## src/rtl/rv32i_types.sv

```systemverilog
// rv32i_types: shared RV32I pipeline types, including forwarding selects and shadow scoreboard slots.
package rv32i_types;
    typedef enum logic [1:0] {
        FWD_REG   = 2'd0,
        FWD_EXMEM = 2'd1,
        FWD_MEMWB = 2'd2
    } fwd_sel_t;

    typedef struct packed {
        logic       valid;
        logic [4:0] rd;
        logic       regwrite;
        logic       is_load;
    } shadow_slot_t;

    typedef struct packed {
        logic [4:0] rs1;
        logic [4:0] rs2;
        logic       use_rs1;
        logic       use_rs2;
    } ex_src_t;

    localparam shadow_slot_t SLOT_EMPTY = '0;

    function automatic logic writes_reg(shadow_slot_t s, logic [4:0] rs);
        return s.valid && s.regwrite && s.rd == rs;
    endfunction
endpackage

```

## src/rtl/fwd_unit.sv

```systemverilog
// fwd_unit: picks the youngest in-flight producer of one EX operand.
module fwd_unit
    import rv32i_types::*;
(
    input  logic         use_rs,
    input  logic [4:0]   rs,
    input  shadow_slot_t mem_slot,
    input  shadow_slot_t wb_slot,
    output fwd_sel_t     sel
);
    logic unused;
    assign unused = mem_slot.is_load ^ wb_slot.is_load;
    always_comb begin
        sel = (!use_rs || rs == 5'd0) ? FWD_REG :
              writes_reg(mem_slot, rs) ? FWD_EXMEM :
              writes_reg(wb_slot, rs)  ? FWD_MEMWB : FWD_REG;
    end
endmodule

```

## src/rtl/pipeline_ctrl.sv

```systemverilog
// pipeline_ctrl: hazard priority, stage enables/flushes, shadow scoreboard, forwarding and perf counters.
module pipeline_ctrl
    import rv32i_types::*;
(
    input  logic        clk,
    input  logic        rst,
    input  logic        id_valid,
    input  logic [4:0]  id_rs1,
    input  logic [4:0]  id_rs2,
    input  logic [4:0]  id_rd,
    input  logic        id_use_rs1,
    input  logic        id_use_rs2,
    input  logic        id_regwrite,
    input  logic        id_is_load,
    input  logic        ex_redirect,
    input  logic        imem_resp,
    input  logic        dmem_busy,
    output logic        load_pc,
    output logic        load_if_id,
    output logic        load_id_ex,
    output logic        load_ex_mem,
    output logic        load_mem_wb,
    output logic        flush_if_id,
    output logic        flush_id_ex,
    output logic [1:0]  fwd_a,
    output logic [1:0]  fwd_b,
    output logic [31:0] stall_cycles,
    output logic [31:0] flush_count
);
    shadow_slot_t ex_s, mem_s, wb_s, ex_nxt;
    ex_src_t      ex_src, src_nxt;
    fwd_sel_t     sel_a, sel_b;
    logic         redir, lu, miss, bubble;

    always_comb begin
        redir   = !dmem_busy && ex_redirect;
        lu      = !dmem_busy && !ex_redirect && id_valid && ex_s.valid && ex_s.is_load &&
                  ex_s.rd != 5'd0 && ((ex_s.rd == id_rs1 && id_use_rs1) || (ex_s.rd == id_rs2 && id_use_rs2));
        miss    = !dmem_busy && !ex_redirect && !lu && !imem_resp;
        bubble  = redir || lu || !id_valid;
        ex_nxt  = bubble ? SLOT_EMPTY : shadow_slot_t'({1'b1, id_rd, id_regwrite, id_is_load});
        src_nxt = bubble ? ex_src_t'('0) : ex_src_t'({id_rs1, id_rs2, id_use_rs1, id_use_rs2});
    end

    // Reset overrides everything so the datapath holds bubbles while rst is low.
    always_comb begin
        load_pc     = rst && !(dmem_busy || lu || miss);
        load_if_id  = rst && !(dmem_busy || lu);
        load_id_ex  = rst && !dmem_busy;
        load_ex_mem = rst && !dmem_busy;
        load_mem_wb = rst && !dmem_busy;
        flush_if_id = !rst || redir || miss;
        flush_id_ex = !rst || redir || lu;
        fwd_a       = rst ? sel_a : FWD_REG;
        fwd_b       = rst ? sel_b : FWD_REG;
    end

    fwd_unit u_fwd_a (
        .use_rs   (ex_s.valid && ex_src.use_rs1),
        .rs       (ex_src.rs1),
        .mem_slot (mem_s),
        .wb_slot  (wb_s),
        .sel      (sel_a)
    );

    fwd_unit u_fwd_b (
        .use_rs   (ex_s.valid && ex_src.use_rs2),
        .rs       (ex_src.rs2),
        .mem_slot (mem_s),
        .wb_slot  (wb_s),
        .sel      (sel_b)
    );

    always_ff @(posedge clk or negedge rst) begin
        if (!rst) begin
            ex_s         <= SLOT_EMPTY;
            mem_s        <= SLOT_EMPTY;
            wb_s         <= SLOT_EMPTY;
            ex_src       <= '0;
            stall_cycles <= '0;
            flush_count  <= '0;
        end else begin
            if (!dmem_busy) begin
                wb_s   <= mem_s;
                mem_s  <= ex_s;
                ex_s   <= ex_nxt;
                ex_src <= src_nxt;
            end
            if ((dmem_busy || lu || miss) && !(&stall_cycles))
                stall_cycles <= stall_cycles + 32'd1;
            if (redir && !(&flush_count))
                flush_count <= flush_count + 32'd1;
        end
    end
endmodule

```

## config.mk

```make
export PLATFORM = sky130hd
export DESIGN_NAME = pipeline_ctrl
export DESIGN_NICKNAME = d
export VERILOG_FILES = /design/src/rtl/rv32i_types.sv /design/src/rtl/fwd_unit.sv /design/src/rtl/pipeline_ctrl.sv
export SDC_FILE = /design/constraint.sdc
export NUM_CORES = 1
export LEC_CHECK = 0
export CORE_MARGIN = 8
export CORE_UTILIZATION = 52
export DETAILED_ROUTE_END_ITERATION = 10
export GPL_ROUTABILITY_DRIVEN = 0
export HOLD_SLACK_MARGIN = 0.15
export PLACE_DENSITY = 0.81
export SYNTH_ARGS = -nofsm -noshare
export SYNTH_HDL_FRONTEND = slang
export SYNTH_HIERARCHICAL = 1
export SYNTH_SLANG_ARGS = --single-unit
```

## constraint.sdc

```tcl
create_clock -name clk -period 2.4 [get_ports clk]
set_input_delay 0.24 -clock clk [delete_from_list [all_inputs] [get_ports clk]]
set_output_delay 0.24 -clock clk [all_outputs]
set_load 0.03 [all_outputs]
```

==> metrics <==
run status finished clean; cells after synthesis 430; H-tree Lvls 3; M3 GR Usage 5.47%; Switching Fraction between 30% and 40%; Vias 3781; layout cell share with drive strength beyond 1 between 15 and 20%; Worst Setup SP ex_s[6]$_DFFE_PN0N_; CTS tree done; Antenna Cells 0; critical path arrival 2.10 ns; post-layout util 69.8%; final instance area 6330 sq um; Root Driver clkbuf_8; clk_lat worst skew ~0.35 ns; initial drt markers 140; PwrDens about 680 nW/um^2; Pleak 0.00271 uW; Cell Area, Synth approximately 4800 sq um; fmax 427 MHz; Internal roughly 2900 uW; Hold WS 0.289 ns; Worst-path clk slew 0.09 ns; final-stage net count 585; FF-to-FF setup slack 0.17 ns; Final period util 97.6%; worst reg2reg path startpoint ex_s[6]$_DFFE_PN0N_; port bufs between 90 and 100; routed vias/inst 5.61; Post-DP Area between 6000 and 7000 sq um; Critical R2R Capture stall_cycles[31]$_DFFE_PN0P_; Std-Cell Rows 35; Placeable Area about 9100 sq um; Crit Path Max Fanout 3; chip width around 110 um; Initial Util 52.6%; worst slew pin tran 0.620 ns; TritonCTS Buffers 9; worst reg2reg path depth 10; final hold vios 0; HPWL Detailed 8880 um; clock sinks 98; Critical Path RT 2.16 ns; final setup skew 0.0136 ns; routing usage on met2 33.0%; Flop pwr share 47.9%; largest net degree at the start of global routing 49; final wirelength 11800 um; syn avg cell area 11.1 sq um; endpoints failing setup 0; Clk pwr share 24.2%; Final min period 2.34 ns; GRT overflow 0; warnings from Yosys 6; CP endpoint kind primary output; initial antenna violation count 0; Max Root-Sink Buffers 2; Max-Slew Margin vs Limit 58.4%; Die Y 112 um; met1 Usage GRT 23.5%; Final WS setup 0.0580 ns; drt wl/cell 17.5 um; WS Path Type reg2out; DRT Pass-1 Iters 4; first-pass GRT wire length 20000 um; die area 12500 sq um; Tot GR Track Use 19.4%; crit path to load_pc; Max VDD drop 0.444 mV; # DRC 0; Syn-to-layout area delta 32.6%; Post-Syn Nets 457; final max-slew violation count 0; Min-Delay Path Class in2async; IO Pins 100; max cap viols 0; Comb power frac 27.8%; Fill cells 692; post-route ant nets 0; Top Usage Layer GRT met2; Place WS -0.129 ns; Psw 1460 uW; vias in the first global route around 4100; CP Launch Type flop
==> cell type report <==
cell class / instances / area [sq um] / share of cell area, %
Sequential cell: 98 / 2460 / 38.9
Multi-Input combinational cell: 312 / 2290 / 36.1
Timing Repair Buffer: 131 / 1230 / 19.4
Tap cell: 111 / 139 / 2.20
Clock buffer: 10 / 128 / 2.02
Clock inverter: 6 / 66.3 / 1.05
Inverter: 6 / 22.5 / 0.356
==> layer usage <==
layer | share of wire, % | vias to the layer above
li1 | - | 1775
met1 | 43 | 1898
met2 | 50 | 95
met3 | 5.4 | 13
met4 | 1.3 | 0
met5 | 0 | -
==> power by group through the flow <==
stage	Combinational, uW	Sequential [uW]	Clock, uW
floorplan	361	2340	0
global placement	1160	2090	0
detailed placement	1190	2100	0
CTS	1200	2070	1080
global route	1280	2100	1150
finish	1200	2070	1050
==> placed cells by master (no fill, tap or decap), drive strengths merged, types with 2 or more instances in the layout <==
cell type      count
dfrtp             98
clkdlybuf4s50     87
xnor2             47
xor2              42
buf               39
nand2             32
nand4             24
nor3              23
nor2              23
nand3             23
a22o              19
mux2              17
nor4              14
clkbuf            12
nor4b              7
and2               7
inv                7
or4                4
o21ai              4
and4               3
and3               3
nor3b              3
clkinvlp           3
a21oi              2
nor2b              2
nand2b             2
ha                 2
or2                2
==> critical path, stage by stage (launching register included) <==
cell      delay [ns]
dfrtp_1         0.44
xnor2_1         0.23
nand4_1         0.14
o22ai_2         0.15
buf_4           0.15
nand2_2         0.05
and2_4          0.15
buf_4           0.12
a21boi_2        0.16
buf_6           0.15
==> how the worst min path moves through the flow <==
stage / startpoint / slack (ns) / endpoint / cells past startpoint
floorplan: rst / -0.06 / ex_s[0]$_DFFE_PN0N_ / 0
global placement: rst / 0.11 / ex_src[4]$_DFFE_PN0N_ / 1
detailed placement: rst / 0.12 / ex_src[4]$_DFFE_PN0N_ / 1
CTS: rst / 0.27 / ex_src[4]$_DFFE_PN0N_ / 2
global route: rst / 0.27 / ex_src[4]$_DFFE_PN0N_ / 2
finish: rst / 0.29 / ex_src[6]$_DFFE_PN0N_ / 2
==> through the flow <==
step | setup TNS [ns] | power, uW | instances
CTS | 0 | 4350 | 672
global placement | -0.172 | 3240 | 655
floorplan | 0 | 2700 | 430
detailed placement | -0.250 | 3290 | 655
global route | -0.0807 | 4530 | 674
finish | 0 | 4320 | 674
==> sequential cells by signal (all words and copies together) (netlist names) <==
| signal | flops |
|---|---|
| flush_count | 32 |
| stall_cycles | 32 |
| ex_src | 12 |
| ex_s | 8 |
| mem_s | 7 |
| wb_s | 7 |
==> timing repair <==
item                                    CTS  global route
pin swaps                                 1             5
endpoints found under the setup margin    7             7
endpoints found under the hold margin    10             0
gates cloned                              0             0
gates resized for setup                  10            22
buffers inserted                          0             2
hold buffers                              1             0
No activity file was read; power rests on OpenSTA's default activity.
